### src/rtl/ra_return_stack.sv
// Return-address stack: calls push the link address, returns pop a predicted
// target, and a commit-side check port scores each prediction.
module ra_return_stack #(
  parameter int unsigned N     = 32,
  parameter int unsigned DEPTH = 8,
  parameter int unsigned PTR_W = 3,
  parameter int unsigned CNT_W = 16
) (
  input  logic               clk,
  input  logic               reset,
  input  logic               flush,
  input  logic               push_valid,
  input  logic [N-1:0]       push_addr,
  input  logic               pop_valid,
  output logic [N-1:0]       pred_addr,
  output logic               pred_valid,
  output logic               empty,
  output logic               full,
  output logic [PTR_W:0]     count,
  input  logic               chk_valid,
  input  logic [N-1:0]       chk_pred,
  input  logic [N-1:0]       chk_actual,
  output logic               mispredict,
  output logic [CNT_W-1:0]   hit_cnt,
  output logic [CNT_W-1:0]   miss_cnt
);

  logic [N-1:0]       stack_q [DEPTH];
  logic [PTR_W-1:0]   top_q, top_d;
  logic [PTR_W:0]     count_q, count_d;
  logic               wr_en;
  logic [PTR_W-1:0]   wr_idx;
  logic               mispredict_q, mispredict_d;
  logic [CNT_W-1:0]   hit_q, hit_d, miss_q, miss_d;
  logic               is_empty, is_full, chk_match;

  assign is_empty = (count_q == '0);
  assign is_full  = (count_q == (PTR_W + 1)'(DEPTH));

  // Stack pointer / occupancy next state; flush dominates, then push+pop.
  always_comb begin
    top_d   = top_q;
    count_d = count_q;
    wr_en   = 1'b0;
    wr_idx  = top_q;
    if (flush) begin
      top_d   = '0;
      count_d = '0;
    end else if (push_valid && (!pop_valid || is_empty)) begin
      top_d   = top_q + PTR_W'(1);
      wr_en   = 1'b1;
      wr_idx  = top_q + PTR_W'(1);
      count_d = is_full ? count_q : count_q + (PTR_W + 1)'(1);
    end else if (push_valid && pop_valid) begin
      // Coroutine jump: replace the top entry in place.
      wr_en  = 1'b1;
      wr_idx = top_q;
    end else if (pop_valid && !is_empty) begin
      top_d   = top_q - PTR_W'(1);
      count_d = count_q - (PTR_W + 1)'(1);
    end
  end

  always_ff @(posedge clk or negedge reset) begin
    if (!reset) begin
      for (int i = 0; i < int'(DEPTH); i++) begin
        stack_q[i] <= '0;
      end
    end else if (wr_en) begin
      stack_q[wr_idx] <= push_addr;
    end
  end

  always_ff @(posedge clk or negedge reset) begin
    if (!reset) begin
      top_q   <= '0;
      count_q <= '0;
    end else begin
      top_q   <= top_d;
      count_q <= count_d;
    end
  end

  // Check port runs regardless of flush/push/pop.
  assign chk_match = (chk_pred == chk_actual);

  always_comb begin
    mispredict_d = chk_valid && !chk_match;
    hit_d        = hit_q;
    miss_d       = miss_q;
    if (chk_valid && chk_match && (hit_q != '1)) begin
      hit_d = hit_q + CNT_W'(1);
    end
    if (chk_valid && !chk_match && (miss_q != '1)) begin
      miss_d = miss_q + CNT_W'(1);
    end
  end

  always_ff @(posedge clk or negedge reset) begin
    if (!reset) begin
      mispredict_q <= 1'b0;
      hit_q        <= '0;
      miss_q       <= '0;
    end else begin
      mispredict_q <= mispredict_d;
      hit_q        <= hit_d;
      miss_q       <= miss_d;
    end
  end

  assign pred_addr  = is_empty ? '0 : stack_q[top_q];
  assign pred_valid = !is_empty;
  assign empty      = is_empty;
  assign full       = is_full;
  assign count      = count_q;
  assign mispredict = mispredict_q;
  assign hit_cnt    = hit_q;
  assign miss_cnt   = miss_q;

endmodule

### config.mk
export PLATFORM = sky130hd
export DESIGN_NAME = ra_return_stack
export DESIGN_NICKNAME = d
export VERILOG_FILES = /design/src/rtl/ra_return_stack.sv
export SDC_FILE = /design/constraint.sdc
export NUM_CORES = 1
export LEC_CHECK = 0
export BUFFER_PORTS_ARGS = -buffer_cell sky130_fd_sc_hd__buf_2
export CAP_MARGIN = 10
export CORE_MARGIN = 2
export CORE_UTILIZATION = 50
export DETAILED_ROUTE_END_ITERATION = 8
export PLACE_DENSITY = 0.7
export RECOVER_POWER = 50
export REMOVE_ABC_BUFFERS = 1
export SLEW_MARGIN = 10
export SYNTH_ARGS = -nofsm -noshare
export SYNTH_HDL_FRONTEND = slang
export SYNTH_SLANG_ARGS = --single-unit
### constraint.sdc
create_clock -name clk -period 3.55 [get_ports clk]
set_input_delay 0.71 -clock clk [delete_from_list [all_inputs] [get_ports clk]]
set_output_delay 0.71 -clock clk [all_outputs]
set_load 0.01 [all_outputs]
==> impl_metrics.py, run 1 <==
metrics = {
    "clock_network": {
        "clkSinkCount": 296,
        "h-tree-depth": 2,
        "cts-root-buf": "clkbuf_16",
        "tritoncts": "yes",
        "cts_buffers": 34,
        "clockBufferDepth": 3,
        "clk_pin_slew_worst_paths_ns": 0.06,
        "clk_latency_ns": 0.51,
    },
    "final_layout": {
        "drive_gt1_share_pct": 44.9,
        "area_delta_synth_final_pct": 15.2,
        "fillers": 2365,
        "final_cells": 1589,
        "finalNetCount": 1290,
        "final_core_util_pct": 58.3,
    },
    "floorplanning": {
        "coreArea_um2": 28500,
        "die_w_um": 174,
        "die_area_um2": 30300,
        "rows": 62,
        "die_h_um": 174,
        "ios": 174,
        "start_util_pct": 50.6,
    },
    "placed_design": {
        "placed_cells": 1530,
        "gp_congestion": 0.789,
        "io_buffers": 173,
        "dp_hpwl_um": 19200,
    },
    "worst_setup_path": {
        "cp.required_ns": 3.99,
        "cp_num_buf_inv": 0,
        "timing.rr.start": "count[1]$_DFFE_PN0P_",
        "path_max_fanout": 15,
        "rr_endpoint": "count[3]$_DFFE_PN0P_",
        "start_kind": "flip-flop",
        "slowest_delay_ns": 0.88,
        "end_kind": "flip-flop",
        "cp_cell_sequence": "o41ai_4 -> nand2_1 -> ha_1 -> o21ai_0 -> or4b_2 -> o21a_1 -> o22ai_1 -> a31oi_1 -> nor2_1",
        "slowest_stage": "o41ai_4",
        "regToRegSetupSlack_ns": 0.29,
        "crit_type": "reg2reg",
        "cp.arrival_ns": 3.71,
        "cpLargestDelayFamily": "compound AO/OA/AOI/OAI gates",
        "r2r_cells": 9,
    },
    "sta": {
        "fin_worst_skew_ns": 0.0184,
        "clock.fmax_mhz": 306,
        "worst_pin_slew_ns": 2.12,
        "setup_viol": 0,
        "min_period_ns": 3.26,
        "fin_tns_setup_ns": 0,
        "finalMaxSlewViolations": 84,
        "hold_viol": 0,
        "rsz0062_at_grt": "no",
        "maxSlewHeadroom_pct": -41.3,
        "period_share_pct": 92.0,
    },
    "synthesis": {
        "syn_inst": 1009,
        "synth-seq-cells": 296,
        "synth_edf_count": 0,
        "postSynthAreaPerCell_um2": 14.3,
        "ys.flop_type": "dfrtp_1",
        "yosysWarnings": 0,
        "synthArstFlopShare_pct": 100,
        "synth.distinct_cells": 53,
        "syn-cell-area_um2": 14400,
        "ys_seq_area_share_pct": 51.3,
    },
    "grt": {
        "grt_pass1_vias": 9542,
        "antenna_found_initial": 1,
        "grt_pass1_wl_um": 51700,
        "grt_overflow": 0,
        "grt_max_degree": 84,
        "track_usage_pct": 21.3,
    },
    "worst_hold_path": {
        "hold_end": "hit_cnt[12]$_DFFE_PN0P_",
        "hold_depth": 1,
        "hold_path.class": "reg2reg",
        "hp-start": "hit_cnt[12]$_DFFE_PN0P_",
    },
    "pwr": {
        "power_density_nw_per_um2": 829,
        "vdd_drop_max_uv": 452,
        "p_leak_nw": 7.68,
    },
    "route": {
        "drtAntennaViolNets": 0,
        "finalWirelength_um": 31300,
        "drt_pass1_iterations": 4,
        "routedWlPerCell_um": 19.7,
        "drtIter0Drc": 434,
        "vias_per_cell": 5.65,
        "dr_total_vias": 8979,
        "drc": 0,
    },
    "outcome": {
        "violations": "max-capacitance violations, max-slew violations",
        "status": "complete, but fails checks",
    },
    "flow_run": {
        "maxCapViolations": 1,
    },
}
per-stage QoR:
step	instance area [um^2]	power [mW]	hold slack, ns	worst slack, ns
3_3_place_gp	15700	10.4	0.465	0.361
4_1_cts	16700	14.0	0.225	0.0764
6_report	16600	13.8	0.483	0.285
3_5_place_dp	15700	10.6	0.473	0.301
5_1_grt	16600	14.6	0.505	0.0777
2_1_floorplan	14000	9.10	0.414	-2.34
cells in the mapped netlist, drive strengths merged, types with 5 or more instances:
library cell	instances	area, um^2
dfrtp	296	7410
mux2	259	3140
nand2	83	329
mux4	64	1440
xnor2	53	479
buf	39	328
a21oi	37	200
nand3	29	168
clkbuf	22	82.6
nor2	18	80.1
nand4	17	106
nor3	17	90.1
xor2	16	140
and3	9	56.3
inv	7	26.3
ha	6	75.1
nor4	5	31.3
o21ai	5	25.0
cells by family (layout without fill, tap and decap cells):
group                      Yosys count  count (layout)  synth area share [%]
muxes                              323             323                  31.7
DFF                                296             296                  51.3
and+or+nand+nor                    191             191                  6.58
xor gates and xnor gates            69              69                  4.29
buffers and inverters               68             263                  3.02
AOI/OAI and AO/OA                   55              55                  2.49
adders and majority gates            7               7                 0.589
other                                0               1                     0
per-layer routing:
layer | routed length (um) | up-vias | global-route usage [%]
met1 | 14100 | 4744 | 29.5
met4 | 501 | 0 | 5.39
li1 | - | 4014 | -
met2 | 15200 | 181 | 35.2
met5 | 0 | - | 0
met3 | 1450 | 40 | 3.94
power breakdown:
part           internal (mW)  switching (mW)
logic                   2.85            2.06
registers               4.79           0.830
clock network           1.92            1.35
how the worst max path moves through the flow:
stage | start | endpoint | slack (ns) | depth (start not counted)
after floorplan | top_q[0]$_DFFE_PN0P_ | stack_q[160]$_DFFE_PN0P_ | -2.34 | 5
after global placement | count[1]$_DFFE_PN0P_ | count[3]$_DFFE_PN0P_ | 0.36 | 9
after detailed placement | count[1]$_DFFE_PN0P_ | count[3]$_DFFE_PN0P_ | 0.30 | 9
after CTS | top_q[0]$_DFFE_PN0P_ | pred_addr[18] | 0.08 | 5
after global routing | count[1]$_DFFE_PN0P_ | count[3]$_DFFE_PN0P_ | 0.08 | 9
final | count[1]$_DFFE_PN0P_ | count[3]$_DFFE_PN0P_ | 0.29 | 9
sequential cells by signal, summed over array words and instances, names as in the netlist:
register    count
hit_cnt        16
miss_cnt       16
top_q           3
stack_q       256
count           4
mispredict      1
final cells by class:
class,count,area (um^2),area share [%]
multi-input cells,645,6620,39.8
inverters,7,26.3,0.158
clock buffers,47,971,5.83
well taps,384,480,2.89
clock inverters,11,72.6,0.436
diodes,1,2.50,0.0150
flip-flops and latches,296,7410,44.5
repair buffers,198,1060,6.37
what timing repair did:
action,4_1_cts,5_1_grt
hold buffers,0,0
setup buffers,0,0
endpoints found under the setup margin,0,3
gates resized for setup,0,1
cells in the final DEF, fill, tap and decap left out, types with 3 or more instances in the layout:
master,n
dfrtp_1,293
mux2_2,178
buf_2,138
nand2_1,80
mux4_2,64
mux2_4,60
xnor2_1,51
clkbuf_1,43
a21oi_1,35
clkbuf_16,35
nand3_1,26
mux2_1,21
nand4_1,17
xor2_1,16
nor3_1,16
nor2_1,15
buf_4,12
and3_1,9
ha_1,6
clkinv_2,6
inv_1,5
nor4_1,5
clkbuf_8,5
clkbuf_2,5
buf_12,5
nand2b_1,3
and2_1,3
nor2_4,3
o21ai_0,3
clkinvlp_4,3
No activity file was read; power rests on OpenSTA's default activity.
==> run 2, diff against run 1 <==
--- a/config.mk
+++ b/config.mk
@@ -8,9 +8,9 @@
 export BUFFER_PORTS_ARGS = -buffer_cell sky130_fd_sc_hd__buf_2
 export CAP_MARGIN = 10
 export CORE_MARGIN = 2
-export CORE_UTILIZATION = 50
+export CORE_UTILIZATION = 59
 export DETAILED_ROUTE_END_ITERATION = 8
-export PLACE_DENSITY = 0.7
+export PLACE_DENSITY = 0.91
 export RECOVER_POWER = 50
 export REMOVE_ABC_BUFFERS = 1
 export SLEW_MARGIN = 10
==> impl_metrics.py, run 2 (synthesized netlist as in run 1, its figures left out) <==
metrics = {
    "floorplanning": {
        "ios": 174,
        "die_h_um": 160,
        "rows": 57,
        "coreArea_um2": 24200,
        "die_w_um": 160,
        "start_util_pct": 59.7,
        "die_area_um2": 25700,
    },
    "placed_design": {
        "io_buffers": 173,
        "dp_hpwl_um": 19500,
        "gp_congestion": 0.794,
    },
    "grt": {
        "grt_pass1_wl_um": 52500,
        "antenna_found_initial": 3,
        "grt_overflow": 0,
        "grt_pass1_vias": 9661,
        "track_usage_pct": 25.6,
        "grt_max_degree": 102,
    },
    "pwr": {
        "clockPowerShare_pct": 23.4,
        "vdd_drop_max_uv": 647,
        "sw_frac_of_total_pct": 31.1,
        "p_int_mw": 9.61,
        "p_comb_share_pct": 35.7,
        "power_mw": 13.9,
        "switching_power_mw": 4.33,
        "p_leak_nw": 7.65,
        "power_density_nw_per_um2": 844,
        "pwr-share-seq_pct": 40.9,
    },
    "worst_setup_path": {
        "cp_num_buf_inv": 0,
        "slowest_stage": "o41ai_4",
        "cp.arrival_ns": 3.73,
        "cp.required_ns": 4.03,
        "path_max_fanout": 15,
        "start_kind": "flip-flop",
        "crit_type": "reg2reg",
        "r2r_cells": 9,
        "end_kind": "flip-flop",
        "cpLargestDelayFamily": "compound AO/OA/AOI/OAI gates",
        "slowest_delay_ns": 0.85,
        "cp_cell_sequence": "o41ai_4 -> nand2_1 -> ha_1 -> o21ai_0 -> or4b_2 -> o21a_1 -> o22ai_1 -> a31oi_1 -> nor2_1",
        "path_depth": 9,
    },
    "sta": {
        "period_share_pct": 91.6,
        "hold_viol": 0,
        "maxSlewHeadroom_pct": -38.1,
        "finalMaxSlewViolations": 80,
        "min_period_ns": 3.25,
        "rsz0062_at_grt": "no",
        "fin_worst_skew_ns": 0.0122,
        "worst_pin_slew_ns": 2.07,
        "setup_viol": 0,
        "clock.fmax_mhz": 308,
    },
    "worst_hold_path": {
        "hold_depth": 2,
        "hold_path.class": "in2reg",
    },
    "final_layout": {
        "largest_reg_flops": 256,
        "final_common_cell": "dfrtp_1",
        "layout_common_cells": "dfrtp_1, mux2_2, buf_2, nand2_1, mux4_2",
        "largest-register": "stack_q",
        "drive_gt1_share_pct": 44.4,
        "final_core_util_pct": 68.3,
        "area_delta_synth_final_pct": 14.4,
        "finalNetCount": 1284,
    },
    "route": {
        "drtAntennaViolNets": 0,
        "finalWirelength_um": 32200,
        "vias_per_cell": 5.99,
        "drt_pass1_iterations": 5,
        "drc": 0,
        "drtIter0Drc": 573,
        "routedWlPerCell_um": 21.1,
        "dr_total_vias": 9126,
    },
    "clock_network": {
        "cts-root-buf": "clkbuf_16",
        "clk_latency_ns": 0.55,
        "clkSinkCount": 296,
        "cts_resized": 0,
        "cts_buffers": 30,
        "h-tree-depth": 1,
        "clockBufferDepth": 3,
        "tritoncts": "yes",
        "hold_buffers": 0,
        "cts_setup_buffers": 0,
        "clk_pin_slew_worst_paths_ns": 0.06,
    },
    "flow_run": {
        "maxCapViolations": 1,
    },
    "outcome": {
        "violations": "max-capacitance violations, max-slew violations",
        "status": "complete, but fails checks",
    },
}
## run 2: path summary, 6_finish.rpt
check	from	slack (ns)	end
max in group asynchronous	reset	0.72	stack_q[167]$_DFFE_PN0P_
max reg2reg	count[1]$_DFFE_PN0P_	0.30	count[3]$_DFFE_PN0P_
max	count[1]$_DFFE_PN0P_	0.30	count[3]$_DFFE_PN0P_
min in group asynchronous	reset	0.73	stack_q[157]$_DFFE_PN0P_
min	flush	0.46	top_q[0]$_DFFE_PN0P_
min reg2reg	hit_cnt[9]$_DFFE_PN0P_	0.49	hit_cnt[9]$_DFFE_PN0P_
## run 2: power by group through the flow
stage          Sequential, mW  Clock, mW  Combinational [mW]
2_1_floorplan            5.57          0                3.53
3_5_place_dp             5.69          0                5.00
4_1_cts                  5.67       3.31                5.04
5_1_grt                  5.83       3.47                5.37
3_3_place_gp             5.56          0                4.79
6_report                 5.70       3.26                4.98
## run 2: per-layer routing
layer  vias up  share of wire, %  track usage, %
met5         -             0.050               0
met4         2               2.2            7.53
met3        59               5.6            4.13
met2       304                51            42.5
met1      4762                41            35.4
li1       3999                 -               -
## run 2: area by class of cell
class | instances | area, um^2
antenna | 2 | 5.00
tap | 324 | 405
clock buffer | 43 | 861
multi-input combinational | 645 | 6620
timing repair buffer | 196 | 1040
clock inverter | 10 | 158
inverter | 7 | 26.3
fill | 1611 | 7650
sequential | 296 | 7410
## run 2: worst register-to-register path, delay by kind of cell, from the launching register on
family,cells,cell delay (ns)
AO/OA/AOI/OAI,5,1.32
AND/OR/NAND/NOR,3,0.96
flip-flops,1,0.50
adder cells (fa/ha/maj),1,0.40
## run 2: stage by stage
stage / setup TNS [ns] / cells / setup slack, ns / hold WS (ns) / area [um^2]
finish: 0 / 1523 / 0.299 / 0.462 / 16500
global route: 0 / 1522 / 0.0660 / 0.470 / 16500
CTS: 0 / 1521 / 0.283 / 0.153 / 16600
detailed placement: 0 / 1468 / 0.287 / 0.476 / 15600
global placement: 0 / 1468 / 0.381 / 0.464 / 15600
floorplan: -422.44 / 948 / -2.34 / 0.414 / 14000
